### src/rtl/rollo_pkg.sv
// Shared constants for the ROLLO register file: command opcodes, controller
// state codes and the chunk-count helper.
package rollo_pkg;

   localparam int DEF_M     = 67;
   localparam int DEF_R     = 7;
   localparam int DEF_LANES = 2;

   localparam logic [1:0] OP_WRITE   = 2'b00;
   localparam logic [1:0] OP_READ    = 2'b01;
   localparam logic [1:0] OP_COMBINE = 2'b10;
   localparam logic [1:0] OP_CLEAR   = 2'b11;

   localparam logic [1:0] ST_IDLE = 2'b00;
   localparam logic [1:0] ST_ACC  = 2'b01;
   localparam logic [1:0] ST_RSP  = 2'b10;

   function automatic int ceil_div(input int a, input int b);
      return (a + b - 1) / b;
   endfunction

endpackage

### src/rtl/rollo_lincomb_lane.sv
// Masked XOR of LANES words: each word joins the fold only when its select
// bit is set.
module rollo_lincomb_lane
   import rollo_pkg::*;
#(
   parameter int M     = DEF_M,
   parameter int LANES = DEF_LANES
) (
   input  logic [LANES-1:0][M-1:0] i_words,
   input  logic [LANES-1:0]        i_sel,
   output logic [M-1:0]            o_xor
);

   always_comb begin
      // NOTE: blocking assignments here build a combinational XOR chain; the
      // default keeps the output fully assigned so no latch is inferred.
      o_xor = '0;
      for (int j = 0; j < LANES; j++) begin
         if (i_sel[j]) o_xor = o_xor ^ i_words[j];
      end
   end

endmodule

### src/rtl/rollo_regfile_lincomb.sv
// GF(2)-vector register file with write/read/clear and a multi-cycle
// coefficient-selected XOR combination returned over a valid/ready port.
module rollo_regfile_lincomb
   import rollo_pkg::*;
#(
   parameter  int M     = DEF_M,
   parameter  int R     = DEF_R,
   parameter  int LANES = DEF_LANES,
   localparam int AW    = $clog2(R)
) (
   input  logic          clk,
   input  logic          rst_b,
   input  logic          cmd_valid,
   output logic          cmd_ready,
   input  logic [1:0]    cmd_op,
   input  logic [AW-1:0] cmd_addr,
   input  logic [M-1:0]  cmd_data,
   input  logic [R-1:0]  cmd_coef,
   output logic          rsp_valid,
   input  logic          rsp_ready,
   output logic [M-1:0]  rsp_data,
   output logic          rsp_err
);

   localparam int C  = ceil_div(R, LANES);
   localparam int CW = (C > 1) ? $clog2(C) : 1;
   localparam int NP = C * LANES;
   localparam int KW = $clog2(NP);
   localparam logic [AW:0]   R_LIM      = (AW+1)'(R);
   localparam logic [CW-1:0] LAST_CHUNK = CW'(C - 1);

   (* srl_style = "register" *) logic [M-1:0] r_entry [R];

   logic [1:0]    r_state;
   logic [CW-1:0] r_chunk;
   logic [R-1:0]  r_coef;
   logic [M-1:0]  r_acc;
   logic          r_err;
   logic          r_rsp_valid;
   logic [M-1:0]  r_rsp_data;
   logic          r_rsp_err;

   logic                   w_accept;
   logic                   w_addr_ok;
   logic [M-1:0]           w_rd_word;
   logic [M-1:0]           w_pad_word [NP];
   logic [NP-1:0]          w_pad_coef;
   logic [LANES-1:0][M-1:0] w_lane_word;
   logic [LANES-1:0]       w_lane_sel;
   logic [M-1:0]           w_lane_xor;

   assign cmd_ready = (r_state == ST_IDLE) & ~r_rsp_valid;
   assign w_accept  = cmd_valid & cmd_ready;
   assign w_addr_ok = {1'b0, cmd_addr} < R_LIM;
   assign w_rd_word = w_addr_ok ? r_entry[cmd_addr] : '0;

   // Pad the entry set up to a whole number of chunks so lanes past R read 0.
   for (genvar k = 0; k < NP; k++) begin : g_pad
      if (k < R) begin : g_live
         assign w_pad_word[k] = r_entry[k];
      end else begin : g_zero
         assign w_pad_word[k] = '0;
      end
   end
   assign w_pad_coef = NP'(r_coef);

   for (genvar j = 0; j < LANES; j++) begin : g_lane
      logic [KW-1:0] w_idx;
      assign w_idx          = KW'(r_chunk) * KW'(LANES) + KW'(j);
      assign w_lane_word[j] = w_pad_word[w_idx];
      assign w_lane_sel[j]  = w_pad_coef[w_idx];
   end

   rollo_lincomb_lane #(
      .M     (M),
      .LANES (LANES)
   ) u_lane (
      .i_words (w_lane_word),
      .i_sel   (w_lane_sel),
      .o_xor   (w_lane_xor)
   );

   always_ff @(posedge clk or negedge rst_b) begin
      if (!rst_b) begin
         // NOTE: the entry array is reset on purpose so every word reads 0
         // after reset; this keeps it in flops rather than RAM/SRL cells.
         for (int i = 0; i < R; i++) r_entry[i] <= '0;
      end else if (w_accept) begin
         if (cmd_op == OP_CLEAR) begin
            for (int i = 0; i < R; i++) r_entry[i] <= '0;
         end else if ((cmd_op == OP_WRITE) && w_addr_ok) begin
            r_entry[cmd_addr] <= cmd_data;
         end
      end
   end

   always_ff @(posedge clk or negedge rst_b) begin
      if (!rst_b) begin
         // NOTE: sequential state uses non-blocking assignments only.
         r_state     <= ST_IDLE;
         r_chunk     <= '0;
         r_coef      <= '0;
         r_acc       <= '0;
         r_err       <= 1'b0;
         r_rsp_valid <= 1'b0;
         r_rsp_data  <= '0;
         r_rsp_err   <= 1'b0;
      end else begin
         case (r_state)
            ST_IDLE: begin
               if (w_accept) begin
                  case (cmd_op)
                     OP_READ: begin
                        r_acc   <= w_rd_word;
                        r_err   <= ~w_addr_ok;
                        r_state <= ST_RSP;
                     end
                     OP_COMBINE: begin
                        r_coef  <= cmd_coef;
                        r_acc   <= '0;
                        r_chunk <= '0;
                        r_err   <= 1'b0;
                        r_state <= ST_ACC;
                     end
                     default: ;
                  endcase
               end
            end
            ST_ACC: begin
               r_acc <= r_acc ^ w_lane_xor;
               if (r_chunk == LAST_CHUNK) begin
                  r_chunk <= '0;
                  r_state <= ST_RSP;
               end else begin
                  r_chunk <= r_chunk + CW'(1);
               end
            end
            ST_RSP: begin
               // First RSP cycle publishes the result; it is then frozen until taken.
               if (!r_rsp_valid) begin
                  r_rsp_valid <= 1'b1;
                  r_rsp_data  <= r_acc;
                  r_rsp_err   <= r_err;
               end else if (rsp_ready) begin
                  r_rsp_valid <= 1'b0;
                  r_state     <= ST_IDLE;
               end
            end
            default: r_state <= ST_IDLE;
         endcase
      end
   end

   assign rsp_valid = r_rsp_valid;
   assign rsp_data  = r_rsp_data;
   assign rsp_err   = r_rsp_err;

endmodule

### config.mk
export PLATFORM = sky130hd
export DESIGN_NAME = rollo_regfile_lincomb
export DESIGN_NICKNAME = d
export VERILOG_FILES = /design/src/rtl/rollo_pkg.sv /design/src/rtl/rollo_lincomb_lane.sv /design/src/rtl/rollo_regfile_lincomb.sv
export SDC_FILE = /design/constraint.sdc
export NUM_CORES = 1
export LEC_CHECK = 0
export ABC_AREA = 1
export BUFFER_PORTS_ARGS = -buffer_cell sky130_fd_sc_hd__buf_2
export CAP_MARGIN = 20
export CORE_UTILIZATION = 25
export DETAILED_ROUTE_END_ITERATION = 8
export HOLD_SLACK_MARGIN = 0.15
export SYNTH_ARGS = -nofsm -noshare
export SYNTH_HDL_FRONTEND = slang
export SYNTH_SLANG_ARGS = --single-unit
### constraint.sdc
create_clock -name clk -period 3.22 [get_ports clk]
set_input_delay 0.161 -clock clk [delete_from_list [all_inputs] [get_ports clk]]
set_output_delay 0.161 -clock clk [all_outputs]
set_load 0.01 [all_outputs]
==> key figures, run 1 <==
Run status
  • Status: finished with violations
  • Failing checks: design-rule violations

Yosys
  • Syn_nets: about 4700
  • Synth warnings: 0
  • Number of synthesized register bits: 617
  • Top cells by area, synth: dfrtp_1, nand2_1, o22ai_1
  • Distinct cells, synth: 30
  • Yosys top cell area share: between 40% and 50%
  • Avg Cell Area, Syn: 7.24 µm²
  • Post-synthesis sequential area ratio: 45.8%
  • Synthesized area: 33700 µm²
  • Mapped Cells: 4661
  • Largest area contributor in the netlist: dfrtp_1

Clock tree
  • CTS tree: built
  • Clk slew on worst S/H paths: about 60 ps
  • Num Clock Sinks: about 620
  • Root buf cell: clkbuf_16
  • Setup Buffers After CTS: 0
  • H-tree depth: 3
  • CTS buffer count: 73
  • Longest Clk Path Bufs: 3
  • Clock Latency Late Sink: 650 ps

Die
  • I/O Pins: 153
  • Area of the core: 134000 µm²
  • Die Wd: approximately 370 µm
  • Starting Density: roughly a quarter
  • Die Y: 369 µm
  • Site Rows: 134
  • Die Area: roughly 140000 µm²

Final layout
  • Most common cell after layout, fill and taps aside: nand2_1
  • Final #Nets: 4810
  • Fraction of layout cells with a size suffix above 1: under 10%
  • Area growth, synth to finish: 17.5%
  • Most frequent cells in the layout: nand2_1, inv_1, dfrtp_1
  • Final Non-Filler Cells: 6539

Setup path
  • Critical path peak fanout: 156
  • Capturing point of the worst reg2reg path: r_state[1]
  • Worst Path Arrival: 3300 ps
  • Reg2Reg Setup Slack: a little over 500 ps
  • R2r startpoint: r_chunk[0]
  • Reg2Reg Depth: 7
  • Critical Path End Type: register
  • Critical Path RT: 3800 ps
  • CP Class: register to register
  • CP Launch Type: register

Route
  • DR WL/cell: 20.2 µm
  • Via count: 33500
  • DR iter-0 viols: between 3000 and 4000
  • DRC violation count after routing: 30
  • Drt total wl: approximately 130 mm
  • Vias per inst: 5.12
  • Final ANT Viol Nets: 0
  • First-pass iteration count of the detailed router: 8

Power
  • Worst vdd rail ir drop: 0.940 mV
  • Leakage: 19.4 nW
  • Cell Pwr Density: 1040 nW/µm²
  • Total Power: 0.0411 W

Timing
  • Final Critical Period: between 2000 and 3000 ps
  • Setup Viol. Count Final: 0
  • Slew Limit Fails: 0
  • RSZ-0062 raised after global routing: no
  • Hold Vio Cnt, Final: 0
  • Actual slew at the worst max-slew pin: 1030 ps
  • Hold WS: 232 ps
  • Layout Skew: roughly 28 ps
  • Setup TNS: 0 ps
  • Worst slew margin: 31.6%
  • Max Clk Rate: 368 MHz
  • Post-route clock period utilization: 84.3%

GRT
  • First-pass GRT wire length: 199 mm
  • GR Util All Layers: between 10% and 20%
  • Vias in the first global route: between 30000 and 40000
  • Pin count of the biggest net entering global routing: 180
  • Grt ovf: 0
  • Antenna violations before repair: 4

Hold path
  • End of the worst hold path: r_acc[62]
  • Worst Hold Launch: cmd_addr[2]
  • Hold Crit Class: input pin to register
  • Hold depth: 6

Placed design
  • Final GP Congestion: 0.839
  • I/O Buffers: ~150
  • Placed Cells: about 6300
  • Hpwl dp: 73.5 mm

Job
  • Max cap viols: 0
repair_timing:
action,CTS,global route
resized for setup,0,0
hold buffers,82,0
hold endpoints to repair,875,0
state kept, by name (all words and copies together) (netlist names):
name and count:
rsp_valid 1, r_state 2, r_entry 469, rsp_err 1, r_chunk 2, rsp_data 67, r_acc 67, r_err 1
r_coef 7
cell type report:
| cell class | count | area [µm²] |
|---|---|---|
| diodes | 1 | 2.50 |
| clock buffers | 108 | 2130 |
| clock inverters | 15 | 189 |
| fillers | 14400 | 94000 |
| inverters | 631 | 2380 |
| multi-input cells | 3070 | 14500 |
| flip-flops and latches | 617 | 15400 |
| well taps | 1768 | 2210 |
| repair buffers | 329 | 2720 |
metrics by stage:
stage	worst slack [ps]	area [µm²]	util, %
floorplan	1460	33700	-
global placement	752	36500	27.3
detailed placement	668	36500	27.3
CTS	539	39600	29.6
global route	342	39600	29.6
finish	505	39600	29.6
worst max path at each step:
stage / slack, ps / from / endpoint / depth (start not counted)
after floorplan: 1460 / r_state[0] / r_entry[36] / 10
after global placement: 750 / r_chunk[1] / r_acc[35] / 8
after detailed placement: 670 / r_chunk[1] / r_acc[28] / 8
after CTS: 540 / r_chunk[0] / r_state[1] / 7
after global routing: 340 / r_chunk[0] / r_state[1] / 7
final: 510 / r_chunk[0] / r_state[1] / 7
routing by layer:
layer	vias up	GRT usage, %	routed length (µm)
li1	15500	-	-
met1	16100	26.1	56500
met2	1597	29.3	58400
met3	280	4.31	13900
met4	8	5.84	3660
met5	-	0	55
critical path: stages, from the launching register on:
cell and delay, ps:
dfrtp_4 830, buf_12 620, ha_1 260, nor2_1 50, inv_1 80, nand4_1 80, o21ai_0 150, dlygate4sd3_1 560
power breakdown:
group	total, W	leakage, nW	internal (W)	switching [W]
sequential	0.0136	7.52	0.0116	0.00203
clock	0.00821	1.12	0.00474	0.00347
combinational	0.0193	10.7	0.00658	0.0127
cells in the mapped netlist, drive strengths merged:
library cell	instances
nand2	1323
or2	1
mux2	1
ha	5
o21ai	384
o22ai	469
clkbuf	176
o211ai	5
a22o	1
nor3	2
buf	167
dfrtp	617
nand3	464
inv	631
nand4	31
a21oi	243
nor2	141
kinds of logic after synthesis:
logic type / synth area share (%)
flip-flops: 45.8
multiplexers: 0.0334
adder cells (fa/ha/maj): 0.185
AND/OR/NAND/NOR: 24.1
buffers and inverters: 11.7
AO/OA/AOI/OAI: 18.1
(Power assumes the default switching activity.)
==> run 2, diff against run 1 <==
- clock period: 3.22 -> 2.25 ns (I/O delays scaled with it)
==> run 2 against run 1 <==
  * The flow still finishes with violations (design-rule violations)
  * Maximum frequency rose by 29%
  * Clock power increased by 47%
  * Wire length increased by 0.83%
  * Total power increased by 47%
  * Critical path type unchanged
==> key figures, run 2 (synthesis results as in run 1) <==
Die
  • I/O Pins: 153 (unchanged)
  • Starting Density: 25.2% (unchanged)
  • Die Y: 369 µm (unchanged)
  • Area of the core: 134000 µm² (unchanged)
  • Die Wd: 369 µm (unchanged)
  • Die Area: 136000 µm² (unchanged)
  • Site Rows: 134 (unchanged)

Final layout
  • Multi-input logic area: 14500 µm² (about the same)
  • Final #Nets: 4873 (+1.3%)
  • Fill count: 14300 (-0.45%)
  • Most frequent cells in the layout: nand2_1, inv_1, dfrtp_1
  • Fraction of layout cells with a size suffix above 1: 9.97% (+1.4 points)
  • Most common cell after layout, fill and taps aside: nand2_1
  • Area growth, synth to finish: 20.7%
  • Max FFs per register: 469 (unchanged)
  • Largest reg by FF count: r_entry
  • Combined flip-flop and latch cell area: 15400 µm² (unchanged)

Job
  • Max cap viols: 0 (unchanged)

GRT
  • Pin count of the biggest net entering global routing: 137 (-24%)
  • Antenna violations before repair: 4 (unchanged)
  • Vias in the first global route: 32100 (+1.0%)
  • Grt ovf: 0 (unchanged)
  • First-pass GRT wire length: 201 mm (+0.93%)
  • GR Util All Layers: 19.2% (+0.17 points)

Timing
  • Layout Skew: 29.9 ps (+1.44 ps)
  • RSZ-0062 raised after global routing: no
  • Setup Viol. Count Final: 0 (unchanged)
  • Max Clk Rate: 474 MHz (+29%)
  • Hold WS: 176 ps (-55.7 ps)
  • Setup TNS: 0 ps (unchanged)
  • Worst slew margin: 36.0% (+4.4 points)
  • Actual slew at the worst max-slew pin: 961 ps (-65.6 ps)
  • Hold Vio Cnt, Final: 0 (unchanged)
  • Slew Limit Fails: 0 (unchanged)
  • Final Critical Period: 2110 ps (-606 ps)
  • Post-route clock period utilization: 93.7% (+9.4 points)

Setup path
  • CP bufs+invs: 1 (-2)
  • CP peak stage delay: 750 ps (-80 ps)
  • CP dominant cell by count: nand2_1
  • CP startpoint: r_chunk[1]
  • R2r startpoint: r_chunk[1]
  • CP Launch Type: register
  • Crit-path slowest cell: buf_4
  • CP Class: register to register
  • Top delay family on crit path: buffers and inverters
  • Critical path peak fanout: 45 (-71%)
  • Critical Path End Type: register
  • Cells along the critical path: buf_4, nand3_1, nand2_1, nand2_1, nand2_1, nand2_1, nand2_1, nand3_1, a21oi_1
  • Critical Path RT: 2810 ps (-990 ps)
  • Worst Path Arrival: 2670 ps (-630 ps)

Hold path
  • Worst Hold Launch: cmd_addr[1]
  • Hold Crit Class: input pin to register

Power
  • Worst vdd rail ir drop: 0.762 mV (-19%)
  • Leakage: 19.9 nW (+2.7%)
  • Cell Pwr Density: 1480 nW/µm² (+43%)

Route
  • Drt total wl: 133 mm (+0.83%)
  • Highest routed layer: met5
  • Vias per inst: 5.09 (-0.45%)
  • Final ANT Viol Nets: 0 (unchanged)
  • DR iter-0 viols: 3587 (-1.5%)
  • First-pass iteration count of the detailed router: 8 (unchanged)
  • M1 WL: 56.7 mm (+0.43%)
  • Detail Route met3 WL: 13.4 mm (-3.4%)
  • DR WL/cell: 20.2 µm (-0.30%)
  • DRC violation count after routing: 15 (-50%)
  • Met2 WL post-DR: 59.4 mm (+1.8%)
  • Via count: 33700 (+0.67%)

Clock tree
  • CTS tree: built
  • CTS buffer count: 74 (+1.4%)
  • Longest Clk Path Bufs: 3 (unchanged)
  • Clk slew on worst S/H paths: 70 ps (about the same)
  • Clock Latency Late Sink: 660 ps (about the same)
  • H-tree depth: 3 (unchanged)
  • Setup Buffers After CTS: 0 (unchanged)
  • Num Clock Sinks: 617 (unchanged)
  • Root buf cell: clkbuf_16

Placed design
  • Final GP Congestion: 0.828 (-1.4%)
  • Hpwl dp: 76.2 mm (+3.6%)
  • I/O Buffers: 152 (unchanged)

Run status
  • Status: finished with violations
  • Failing checks: design-rule violations
[run 2: final timing paths]
check | cells after the start | slack, ps | end
worst max-delay path | 9 | 140 | r_acc[62]
worst min-delay path | 5 | 180 | r_err
max in group asynchronous | 3 | 1510 | r_entry[265]
worst min register to register | 2 | 470 | rsp_data[28]
worst max register to register | 9 | 140 | r_acc[62]
min in group asynchronous | 3 | 290 | r_entry[200]
[run 2: power breakdown]
group / internal, W / leakage [nW] / switching, W
clock network: 0.00701 / 1.19 / 0.00512
logic: 0.0102 / 11.2 / 0.0186
registers: 0.0165 / 7.52 / 0.00283
total: 0.0337 / 19.9 / 0.0265
[run 2: tightest hold or removal path, delay by kind of cell]
kind	cells	cell delay, ps
buf+inv	2	370
simple gates	2	200
compound gates	1	90
[run 2: area by class of cell]
cell class                      count  area share (%)
Clock inverter                     25           0.565
Timing Repair Buffer              391            9.12
Inverter                          631            5.86
Clock buffer                      110            5.38
Antenna cell                        1         0.00615
Sequential cell                   617            37.9
Tap cell                         1768            5.43
Multi-Input combinational cell   3070            35.7
[run 2: per-layer routing]
metal,up-vias,GRT usage (%)
li1,15600,-
met1,16100,26.5
met2,1707,29.7
met3,298,3.86
met4,2,6.06
met5,-,0
[run 2: per-stage QoR]
stage               utilization [%]  cell area [µm²]  setup slack [ps]  std cells  total power (W)
detailed placement             28.0            37500               154       6396           0.0476
global placement               28.0            37500               239       6396           0.0467
global route                   30.5            40700              47.0       6613           0.0649
floorplan                         -            33700               491       4661           0.0386
finish                         30.5            40700               142       6613           0.0602
CTS                            30.5            40700               127       6612           0.0600
[run 2: what timing repair did]
action | 4_1_cts | 5_1_grt
gates resized for setup | 0 | 1
hold endpoints to repair | 1100 | 0
setup endpoints to repair | 0 | 4
hold buffers | 81 | 0
